==> src/rtl/trng_vn_packer.sv <==
// Von Neumann debiaser and MSB-first byte packer feeding the TRNG byte FIFO,
// with a repetition-count health alarm and a saturating dropped-byte counter.
module trng_vn_packer #(
    parameter int unsigned REP_LIMIT = 32
) (
    input  logic       clk,
    input  logic       rst,
    input  logic       en,
    input  logic       raw_bit,
    input  logic       raw_valid,
    input  logic       fifo_full,
    output logic       wr,
    output logic [7:0] data_out,
    output logic       alarm,
    output logic [7:0] overflow_cnt
);

    localparam logic [7:0] REP_LIMIT_W = 8'(REP_LIMIT);

    logic       half_q,    half_d;
    logic       first_q,   first_d;
    logic [2:0] cnt_q,     cnt_d;
    logic [6:0] sr_q,      sr_d;
    logic [7:0] data_q,    data_d;
    logic       pending_q, pending_d;
    logic       alarm_q,   alarm_d;
    logic [7:0] ovf_q,     ovf_d;
    logic [7:0] run_q,     run_d;
    logic       last_q,    last_d;

    logic       accept;
    logic       byte_done;
    logic [7:0] new_byte;

    assign accept       = raw_valid & en & ~alarm_q;
    assign wr           = pending_q & ~fifo_full;
    assign data_out     = data_q;
    assign alarm        = alarm_q;
    assign overflow_cnt = ovf_q;

    always_comb begin
        half_d    = half_q;
        first_d   = first_q;
        cnt_d     = cnt_q;
        sr_d      = sr_q;
        data_d    = data_q;
        pending_d = pending_q;
        alarm_d   = alarm_q;
        ovf_d     = ovf_q;
        run_d     = run_q;
        last_d    = last_q;
        byte_done = 1'b0;
        new_byte  = 8'h00;

        if (!en) begin
            half_d = 1'b0;
        end

        if (accept) begin
            // Health test runs on raw samples, before any debiasing.
            run_d  = (raw_bit == last_q) ? run_q + 8'd1 : 8'd1;
            last_d = raw_bit;
            if (run_d == REP_LIMIT_W) begin
                alarm_d = 1'b1;
            end

            if (!half_q) begin
                first_d = raw_bit;
                half_d  = 1'b1;
            end else begin
                half_d = 1'b0;
                if (first_q != raw_bit) begin
                    sr_d  = {sr_q[5:0], first_q};
                    cnt_d = cnt_q + 3'd1;
                    if (cnt_q == 3'd7) begin
                        byte_done = 1'b1;
                        new_byte  = {sr_q, first_q};
                    end
                end
            end
        end

        if (wr) begin
            pending_d = 1'b0;
        end

        if (byte_done) begin
            if (!pending_q || wr) begin
                data_d    = new_byte;
                pending_d = 1'b1;
            end else if (ovf_q != 8'hFF) begin
                ovf_d = ovf_q + 8'd1;
            end
        end

        // A tripped alarm throws away whatever byte is waiting for the FIFO.
        if (alarm_d) begin
            pending_d = 1'b0;
        end
    end

    always_ff @(posedge clk or negedge rst) begin
        if (!rst) begin
            half_q    <= 1'b0;
            first_q   <= 1'b0;
            cnt_q     <= 3'd0;
            sr_q      <= 7'd0;
            data_q    <= 8'h00;
            pending_q <= 1'b0;
            alarm_q   <= 1'b0;
            ovf_q     <= 8'h00;
            run_q     <= 8'h00;
            last_q    <= 1'b0;
        end else begin
            half_q    <= half_d;
            first_q   <= first_d;
            cnt_q     <= cnt_d;
            sr_q      <= sr_d;
            data_q    <= data_d;
            pending_q <= pending_d;
            alarm_q   <= alarm_d;
            ovf_q     <= ovf_d;
            run_q     <= run_d;
            last_q    <= last_d;
        end
    end

endmodule

==> config.mk <==
export PLATFORM = sky130hd
export DESIGN_NAME = trng_vn_packer
export DESIGN_NICKNAME = d
export VERILOG_FILES = /design/src/rtl/trng_vn_packer.sv
export SDC_FILE = /design/constraint.sdc
export NUM_CORES = 1
export LEC_CHECK = 0
export CORE_MARGIN = 4
export CORE_UTILIZATION = 35
export DETAILED_ROUTE_END_ITERATION = 10
export PLACE_DENSITY = 0.6
export RECOVER_POWER = 25
export SYNTH_ARGS = -nofsm -noshare
export SYNTH_HDL_FRONTEND = slang
export SYNTH_SLANG_ARGS = --single-unit
export TNS_END_PERCENT = 50
==> constraint.sdc <==
create_clock -name clk -period 2.4 [get_ports clk]
set_input_delay 0.48 -clock clk [delete_from_list [all_inputs] [get_ports clk]]
set_output_delay 0.48 -clock clk [all_outputs]
set_load 0.1 [all_outputs]
==> results_dict.tcl <==
set metrics [dict create \
    synthCells 151 \
    vias 1251 \
    cp.depth 6 \
    slew-limit-headroom_pct 34.1 \
    crit_path_start_kind "primary input" \
    io_pins 24 \
    r2r_end "overflow_cnt[2]" \
    cts-resized-gates 0 \
    ys.flop_type "dfrtp_1" \
    stdcell_area_mm2 0.00225 \
    wire_per_inst_um 13.4 \
    first_pass_iters 4 \
    synth_cell_types 39 \
    synth_top_cell_by_area "dfrtp_1" \
    slowest_stage "or4b_1" \
    rsz0062_at_grt "false" \
    rr_worst_depth 7 \
    die_h_um 80.2 \
    worstPathArrival_ns 2.40 \
    path_clk_slew_ns 0.07 \
    drc_errors 0 \
    crit_type "primary input to register" \
    ant_nets 0 \
    yosysSeqAreaShare_pct 53.5 \
    synth_edf_count 0 \
    yosys.cell_count.top_type "dfrtp_1" \
    max_stage_delay_ns 0.62 \
    setup_violations 0 \
    crit_chain "clkdlybuf4s50_1 -> xor2_1 -> or4b_1 -> buf_4 -> nor4b_2 -> xor2_1" \
    clkSinkCount 39 \
    outcome "finished, final reports clean" \
    cts_setup_buffers 0 \
    synth_mux_area_share_pct 12.9 \
    htree_levels 2 \
    synthAdderAreaFrac_pct 2.75 \
    drv_slew 0 \
    cts_buffer_depth 2 \
    yosysTopAreaCellShare_pct 53.5 \
    grt_overflow 0 \
    final_util_pct 44.3 \
    place_ws_ns -0.0841 \
    clock_tree.root_cell "clkbuf_8" \
    final_layout_size_suffix_gt1_share_pct 30.6 \
    reg2reg_from "cnt_q[0]" \
    synthTopCellsByCount "39 x dfrtp_1, 17 x mux2_2, 12 x xor2_1" \
    crit_path_end "overflow_cnt[2]" \
    crit_buf_inv 2 \
    fin_crit_sh_pct 91.1 \
    max_cap_viol_count 0 \
    period_needed_ns 2.19 \
    fin_hold_ws_ns 0.327 \
    clock_latency_ns 0.29 \
    initial_core_util_pct 35.9 \
    cts_tree "done" \
    fp.dieW_um 80.2 \
    max_clock_freq_mhz 457 \
    r2r_setup_slack_ns 0.27 \
    cp_common_cell "xor2_1" \
    antenna_found_initial 0 \
    fin_skew_ns 0.00677 \
    crit_path_max_fanout 8 \
    async_flop_share_pct 100 \
    synth-xor-area-share_pct 6.73 \
    irDropWorstVdd_uv 594 \
    synth_top_family_by_area "simple AND/OR/NAND/NOR gates" \
    max_slew.worst_pin.slew_ns 0.989 \
    dr.first_iter.drc_count 37 \
    cts.hold.buffers_added 0 \
    synth_compound_gate_area_share_pct 7.00 \
    fin_nets 195 \
    area_growth_pct 23.4 \
    crit_family "simple AND/OR/NAND/NOR gates" \
    yosys_warnings 0 \
    diodes 0 \
    setup_slack_ns 0.213 \
    synthSimpleGateAreaFrac_pct 15.2 \
    synth.area.top_cells "dfrtp_1 54%, mux2_2 11%, xor2_1 5.8%, ha_1 2.7%, o21ai_0 2.7%" \
    place_area_mm2 0.00214 \
    syn_nets 161 \
    grt_pass1_wl_mm 5.91 \
    required_ns 2.61 \
    crit_start "raw_bit" \
    fillers 501 \
    port_buffers 23 \
    syn_avg_cell_area_um2 12.1 \
    gp_congestion 0.776 \
    grt_max_degree 24 \
    vias_per_cell 4.89 \
    fp-row-count 26 \
    syn_area_mm2 0.00182 \
    die_area_mm2 0.00643 \
    place_hpwl_mm 2.53 \
    cts_buffers 5 \
    grt_use_total_pct 12.1 \
    core_mm2 0.00507 \
    ys_ff_latch 39 \
    p_per_area_mw_per_mm2 795 \
    hold_violations 0 \
    wl_mm 3.44 \
    grt_pass1_vias 1252 \
    end_kind "register" \
    p_leak_nw 1.09 \
    hold_class "primary input to async pin" \
]
layout make-up:
type	count	area [um^2]	area share (%)
Clock buffer	5	68.8	3.06
Clock inverter	3	43.8	1.95
Sequential cell	39	976	43.4
Tap cell	70	87.6	3.89
Timing Repair Buffer	31	249	11.1
Inverter	3	11.3	0.501
Multi-Input combinational cell	105	813	36.2
layout by cell type (no fill, tap or decap), drive strengths merged, types with 4 or more instances in the layout:
cell           netlist  final
buf                  2     25
clkbuf               2      7
clkdlybuf4s50        0      4
dfrtp               39     39
ha                   4      4
mux2                20     20
nand2                8      8
nand3                8      8
nor2                 5      5
nor4                 4      4
o21ai               11     11
xor2                12     12
power by group:
group	switching [mW]	internal, mW
Clock	0.233	0.309
Sequential	0.113	0.759
Combinational	0.203	0.172
worst min path at each step:
stage	startpoint	endpoint	cells past startpoint
after floorplan	rst	alarm	0
after global placement	rst	run_q[5]	1
after detailed placement	rst	run_q[6]	1
after CTS	rst	overflow_cnt[7]	1
after global routing	rst	overflow_cnt[7]	1
final	rst	run_q[1]	1
sequential cells by signal, indices dropped and copies added (netlist names):
signal,cells
run_q,8
overflow_cnt,8
half_q,1
sr_q,7
data_out,8
first_q,1
last_q,1
pending_q,1
cnt_q,3
alarm,1
cells by family (layout without fill, tap and decap cells):
kind of cell             count (synthesis)  count (layout)
buffers and inverters                    7              42
flip-flops                              39              39
multiplexers                            21              21
AND/OR/NAND/NOR                         45              45
XOR/XNOR                                14              14
adder cells (fa/ha/maj)                  4               4
AO/OA/AOI/OAI                           21              21
stage by stage:
step                power (mW)  cells  setup TNS [ns]
global route              1.91    256               0
floorplan                 1.14    151               0
CTS                       1.82    256               0
detailed placement        1.27    248          -0.177
finish                    1.79    256               0
global placement          1.23    248         -0.0523
layer usage:
| metal | global-route usage, % | wire, um |
|---|---|---|
| met5 | 0 | 0 |
| met1 | 15.9 | 1690 |
| met4 | 5.57 | 76 |
| met2 | 17.7 | 1490 |
| met3 | 4.37 | 181 |
(Power assumes the default switching activity.)
